===== config.mk =====
export PLATFORM = sky130hd
export DESIGN_NAME = bypass_source
export DESIGN_NICKNAME = d
export VERILOG_FILES = /design/src/rtl/bypass_source.sv
export SDC_FILE = /design/constraint.sdc
export NUM_CORES = 1
export LEC_CHECK = 0
export CORE_MARGIN = 1
export CORE_UTILIZATION = 42
export CTS_CLUSTER_SIZE = 8
export DETAILED_ROUTE_END_ITERATION = 10
export HOLD_SLACK_MARGIN = 0.03
export PLACE_DENSITY = 0.79
export SYNTH_ARGS = -nofsm -noshare
export SYNTH_HDL_FRONTEND = slang
export SYNTH_SLANG_ARGS = --single-unit

===== constraint.sdc =====
create_clock -name clk_i -period 6.2 [get_ports clk_i]
set_input_delay 1.55 -clock clk_i [delete_from_list [all_inputs] [get_ports clk_i]]
set_output_delay 1.55 -clock clk_i [all_outputs]
set_load 0.01 [all_outputs]

===== src/rtl/bypass_source.sv =====
// bypass_source: LSU/WB pipeline registers for both issue slots, feeding the EX bypass
// network and the register-file write port, plus load-use hazard detection for decode.
`default_nettype none

module bypass_source (
   input  logic        clk_i,
   input  logic        rst_i,
   input  logic        stall_i,
   input  logic        flush_i,
   input  logic        ex0_rd_we_i,
   input  logic [4:0]  ex0_rd_i,
   input  logic        ex0_is_load_i,
   input  logic [31:0] alu0_i,
   input  logic [31:0] lsu_rdata0_i,
   input  logic        id0_rs1_active_i,
   input  logic        id0_rs2_active_i,
   input  logic [4:0]  id0_rs1_i,
   input  logic [4:0]  id0_rs2_i,
   input  logic        ex1_rd_we_i,
   input  logic [4:0]  ex1_rd_i,
   input  logic        ex1_is_load_i,
   input  logic [31:0] alu1_i,
   input  logic [31:0] lsu_rdata1_i,
   input  logic        id1_rs1_active_i,
   input  logic        id1_rs2_active_i,
   input  logic [4:0]  id1_rs1_i,
   input  logic [4:0]  id1_rs2_i,
   output logic        wm0_o,
   output logic [4:0]  am0_o,
   output logic [31:0] bypass_lsu0_o,
   output logic        ww0_o,
   output logic [4:0]  aw0_o,
   output logic [31:0] bypass_wb0_o,
   output logic        wm1_o,
   output logic [4:0]  am1_o,
   output logic [31:0] bypass_lsu1_o,
   output logic        ww1_o,
   output logic [4:0]  aw1_o,
   output logic [31:0] bypass_wb1_o,
   output logic        load_use_o
);

   logic [1:0]        ex_we;
   logic [1:0]        ex_load;
   logic [1:0][4:0]   ex_rd;
   logic [1:0][31:0]  alu;
   logic [1:0][31:0]  rdata;
   logic [1:0]        wm_next;

   logic [3:0]        src_active;
   logic [3:0][4:0]   src_addr;

   logic [1:0]        wm;
   logic [1:0]        is_load;
   logic [1:0][4:0]   am;
   logic [1:0][31:0]  lsu_data;
   logic [1:0]        ww;
   logic [1:0][4:0]   aw;
   logic [1:0][31:0]  wb_data;

   assign ex_we   = {ex1_rd_we_i, ex0_rd_we_i};
   assign ex_load = {ex1_is_load_i, ex0_is_load_i};
   assign ex_rd   = {ex1_rd_i, ex0_rd_i};
   assign alu     = {alu1_i, alu0_i};
   assign rdata   = {lsu_rdata1_i, lsu_rdata0_i};

   assign src_active = {id1_rs2_active_i, id1_rs1_active_i, id0_rs2_active_i, id0_rs1_active_i};
   assign src_addr   = {id1_rs2_i, id1_rs1_i, id0_rs2_i, id0_rs1_i};

   // x0 is a constant register, so a write to it is never advertised.
   always_comb begin
      wm_next = '0;
      for (int k = 0; k < 2; k++) begin
         wm_next[k] = ex_we[k] & (ex_rd[k] != 5'd0);
      end
   end

   always_ff @(posedge clk_i or posedge rst_i) begin
      if (rst_i) begin
         wm       <= '0;
         is_load  <= '0;
         am       <= '0;
         lsu_data <= '0;
         ww       <= '0;
         aw       <= '0;
         wb_data  <= '0;
      end else begin
         for (int k = 0; k < 2; k++) begin
            // WB reads the pre-edge LSU contents, so a flush still lets the old pair advance.
            if (!stall_i) begin
               ww[k]      <= wm[k];
               aw[k]      <= am[k];
               wb_data[k] <= is_load[k] ? rdata[k] : lsu_data[k];
            end
            if (flush_i) begin
               wm[k]       <= 1'b0;
               is_load[k]  <= 1'b0;
               am[k]       <= 5'd0;
               lsu_data[k] <= 32'd0;
            end else if (!stall_i) begin
               wm[k]       <= wm_next[k];
               is_load[k]  <= ex_load[k] & wm_next[k];
               am[k]       <= ex_rd[k];
               lsu_data[k] <= alu[k];
            end
         end
      end
   end

   // Load results are not ready until WB, so any decode source matching an LSU load must wait.
   always_comb begin
      load_use_o = 1'b0;
      for (int j = 0; j < 2; j++) begin
         for (int s = 0; s < 4; s++) begin
            if (wm[j] && is_load[j] && src_active[s] && (src_addr[s] == am[j])) begin
               load_use_o = 1'b1;
            end
         end
      end
   end

   assign wm0_o         = wm[0];
   assign am0_o         = am[0];
   assign bypass_lsu0_o = lsu_data[0];
   assign ww0_o         = ww[0];
   assign aw0_o         = aw[0];
   assign bypass_wb0_o  = wb_data[0];
   assign wm1_o         = wm[1];
   assign am1_o         = am[1];
   assign bypass_lsu1_o = lsu_data[1];
   assign ww1_o         = ww[1];
   assign aw1_o         = aw[1];
   assign bypass_wb1_o  = wb_data[1];

endmodule

`default_nettype wire


# After elaboration in Yosys (flattened, before gate mapping)
# Index checks and enable logic that the tools add are counted.
# word_totals
register_bits	154
in_bits	170
out_inout_bits	153
wordCells	70
# op_classes
n_eq_ne	9
mux	26
n_bitwise	4
reduce_logical	20
# ops
cell	count
32-bit two-way mux	6
5-bit == test	8
5-bit two-way mux	4
1-bit logical AND	18
1-bit two-way mux	16
5-bit nonzero test	2
1-bit bitwise AND	4
2-bit by 1-bit inequality test with 1-bit output (second input constant)	1

# Logic depth before layout (Yosys ltp)
# logic_depth
word_depth	11
ltp_mapped	6
mapped_depth_nobuf	5

# Worst setup path after synthesis
# No wires, ideal clock.
# synth_path
path_type	input to output
startpoint	input id0_rs1_i[2]
endpoint	output load_use_o
arrival_ps	2249
required_time_ps	4650
path_slack_ps	2401
cell_stages	5
path_buffers	0
cell_sequence	xor2_1 -> nor4_1 -> nand4_1 -> nand4_1 -> or2_2
# synth_between
elab_chain_len	10
elab_cells_between_ends	12
classes_between	eq/ne: 2; mux: 8; reduce/logical: 2
# synth_lines
item	line	rtl
start: declaration	17	input logic [4:0] id0_rs1_i,
5-bit == test	115	if (wm[j] && is_load[j] && src_active[s] && (src_addr[s] == am[j])) begin
1-bit logical AND	115	
1-bit two-way mux (4 in series)	115	
1-bit two-way mux * (4 in series)	115	
end: declaration	40	output logic load_use_o
# Every way passes the cells marked *; elsewhere a longest branch is shown, timed or not.

# Final worst setup path
# Same ends and word-level chain as after synthesis.

==> metrics.cfg <==
[setup_path]
cp-start-kind = input pin
r2r_start = is_load[0]$_DFFE_PP0P_
endpoint_kind = primary output
crit_start = id0_rs1_i[2]
rrSetupSlack_ns = 4.78
r2r-end = bypass_wb0_o[13]$_DFFE_PP0N_
path_buf_inv = 2
endpoint = load_use_o
cp.depth = 7
cp_max_fo = 2
slowest_delay_ns = 0.52
path_cells = clkdlybuf4s50_1 > xor2_1 > nor4_1 > nand4_1 > nand4_1 > or2_2 > clkdlybuf4s50_1
critPathTopFamily = buffers and inverters
required_ns = 4.65
critPathArrivalTime_ns = 3.42
critPathKind = input pin to primary output
rr_worst_depth = 3
critPathSlowestCell = clkdlybuf4s50_1

[route]
routed_via_density = 4.94
firstDrtPassIters = 4
drt_iter0_markers = 294
drtAntennaViolNets = 0
drc = 0
via_count = 5736
wl_mm = 20.1
routedWlPerCell_um = 17.3

[synthesis]
synth-edff-count = 0
synth_fp_nets = 806
ys_ff_latch = 154
async_flop_share = 1.00
syn_avg_cell_area_um2 = 11.1
yosysWarnings = 0
synth_cell_types = 23
syn-cell-area_mm2 = 0.00704
synthCells = 636
synth.yosys.seq_area_share = 0.547
synth_ff_type = dfrtp_1

[cells_and_area]
nets = 1102
multi_input_area_mm2 = 0.00294
area_delta_synth_final_pct = 55.5
num-fill-cells = 1252
drive_gt1_frac = 0.0636
seq_area_mm2 = 0.00386
diodes = 0

[cts]
clock_sinks = 154
cts_setup_buffers = 0
cts_made_buffers = 17
htreeDepth = 4
hold_buffers = 0
tritoncts = built
root_buffer = clkbuf_16
clock_latency_ns = 0.41
clk_pin_slew_ns = 0.06
cts_buffer_depth = 2
cts-resized-gates = 0

[run_status]
run_status = completed

[timing]
hold_slack_ns = 0.481
fin_crit_ns = 4.97
setup_viol = 0
finalHoldViolCount = 0
fin_skew_ns = 0.00671
fmax_mhz = 201
tightest_slew_ns = 0.998
final-max-slew-violation-count = 0
slew_headroom = 0.335
post-route-period-util = 0.802
rsz0062_at_grt = false
finalSetupTns_ns = 0

[global_routing]
antenna_found_initial = 0
grt_max_degree = 136
overflow = 0
grt_pass1_vias = 5823
grt_pass1_wl_mm = 31.6
grt_util_all_layers = 0.236

[power_and_ir_drop]
power.leakage_nw = 4.74
p_per_area_mw_per_mm2 = 245
irDropWorstVdd_v = 0.000164

[placement]
port_buffers = 322
hpwl_mm = 14.0
routabilityCongestion = 0.979

[floorplan]
start_util = 0.437
dieArea_mm2 = 0.0173
core_mm2 = 0.0161
die_w_um = 132
die_y_um = 132
design.portCount = 323
fp-row-count = 46

[min_path]
holdCritPathClass = flip-flop to flip-flop

[flow_run]
maxCapViolCount = 0

## area by class of cell
class,instances,share of cell area
tap,216,0.0247
inverter,1,0.000800
clock buffer,20,0.0417
sequential,154,0.352
clock inverter,11,0.0134
multi-input combinational,429,0.268
timing repair buffer,329,0.299
## cell usage after synthesis (all sizes together) (4+ instances only)
cell    instances  area [µm²]
buf            34         181
xor2           32         280
nand2          64         240
mux2i         138        1380
nor4            8        50.1
dfrtp         154        3850
xnor2           8        70.1
o21ai          66         338
nor2           80         300
mux2           12         135
nand4          10        62.6
a21oi           4        27.5
clkbuf         18        67.6
## per-stage QoR
step	instances	setup slack [ns]	instance area, µm²	utilization	total power [mW]
global placement	1129	1.30	10300	0.642	1.65
finish	1160	1.23	11000	0.680	2.69
global route	1160	1.14	11000	0.680	2.80
CTS	1160	1.27	11000	0.680	2.72
floorplan	636	0.500	7040	-	1.35
detailed placement	1129	1.27	10300	0.642	1.65
## cell usage in the layout, fill, tap and decap left out, types with 2 or more instances in the layout
cell and instances:
a21oi_1 2, a21oi_2 2, and2_1 2, buf_4 7, bufinv_16 3, clkbuf_16 17, clkbuf_8 3, clkdlybuf4s50_1 320
clkinv_2 3, clkinv_4 3, clkinvlp_4 2, dfrtp_1 152, dfrtp_2 2, mux2_2 12, mux2i_1 138, nand2_1 64
nand4_1 10, nor2_1 80, nor3b_1 2, nor4_1 8, o21ai_0 64, o21ai_2 2, xnor2_1 8, xor2_1 32
## state kept, by name, indices dropped and copies added (netlist names)
register,cells
bypass_wb0_o,32
ww,2
is_load,2
aw0_o,5
aw1_o,5
bypass_wb1_o,32
am0_o,5
bypass_lsu0_o,32
bypass_lsu1_o,32
wm,2
am1_o,5
## report_power, final
part | total, mW | switching [mW] | internal [mW]
sequential | 1.14 | 0.0573 | 1.08
combinational | 0.498 | 0.205 | 0.293
clock | 1.05 | 0.401 | 0.652
## logic make-up (layout without fill, tap and decap cells)
| family | count (synthesis) | in the layout | synth area share |
|---|---|---|---|
| AOI/OAI and AO/OA | 70 | 70 | 0.0519 |
| xor gates and xnor gates | 40 | 40 | 0.0497 |
| buffers and inverters | 53 | 361 | 0.0359 |
| DFF | 154 | 154 | 0.547 |
| muxes | 150 | 150 | 0.215 |
| and+or+nand+nor | 169 | 169 | 0.100 |
## tightest hold or removal path, delay by kind of cell (launching register included)
kind	cells	cell delay (ns)
AOI/OAI and AO/OA	1	0.06
and+or+nand+nor	1	0.05
DFF	1	0.34
## layer usage
layer	GRT usage	up-vias	wire length, µm
met1	0.284	2733	8360
met5	0	-	0
met2	0.387	222	9660
met3	0.0698	36	1440
li1	-	2745	-
met4	0.114	0	636
## worst min path at each step
stage          cells past startpoint                    startpoint  slack [ns]                           end
6_report                           2  bypass_wb0_o[29]$_DFFE_PP0N_        0.48  bypass_wb0_o[29]$_DFFE_PP0N_
5_1_grt                            2  bypass_wb0_o[16]$_DFFE_PP0N_        0.51  bypass_wb0_o[16]$_DFFE_PP0N_
4_1_cts                            2  bypass_wb0_o[29]$_DFFE_PP0N_        0.49  bypass_wb0_o[29]$_DFFE_PP0N_
3_5_place_dp                       2   bypass_wb1_o[2]$_DFFE_PP0N_        0.47   bypass_wb1_o[2]$_DFFE_PP0N_
3_3_place_gp                       2   bypass_wb0_o[3]$_DFFE_PP0N_        0.47   bypass_wb0_o[3]$_DFFE_PP0N_
2_1_floorplan                      2  bypass_wb1_o[15]$_DFFE_PP0N_        0.52  bypass_wb1_o[15]$_DFFE_PP0N_
(Power assumes the default switching activity.)
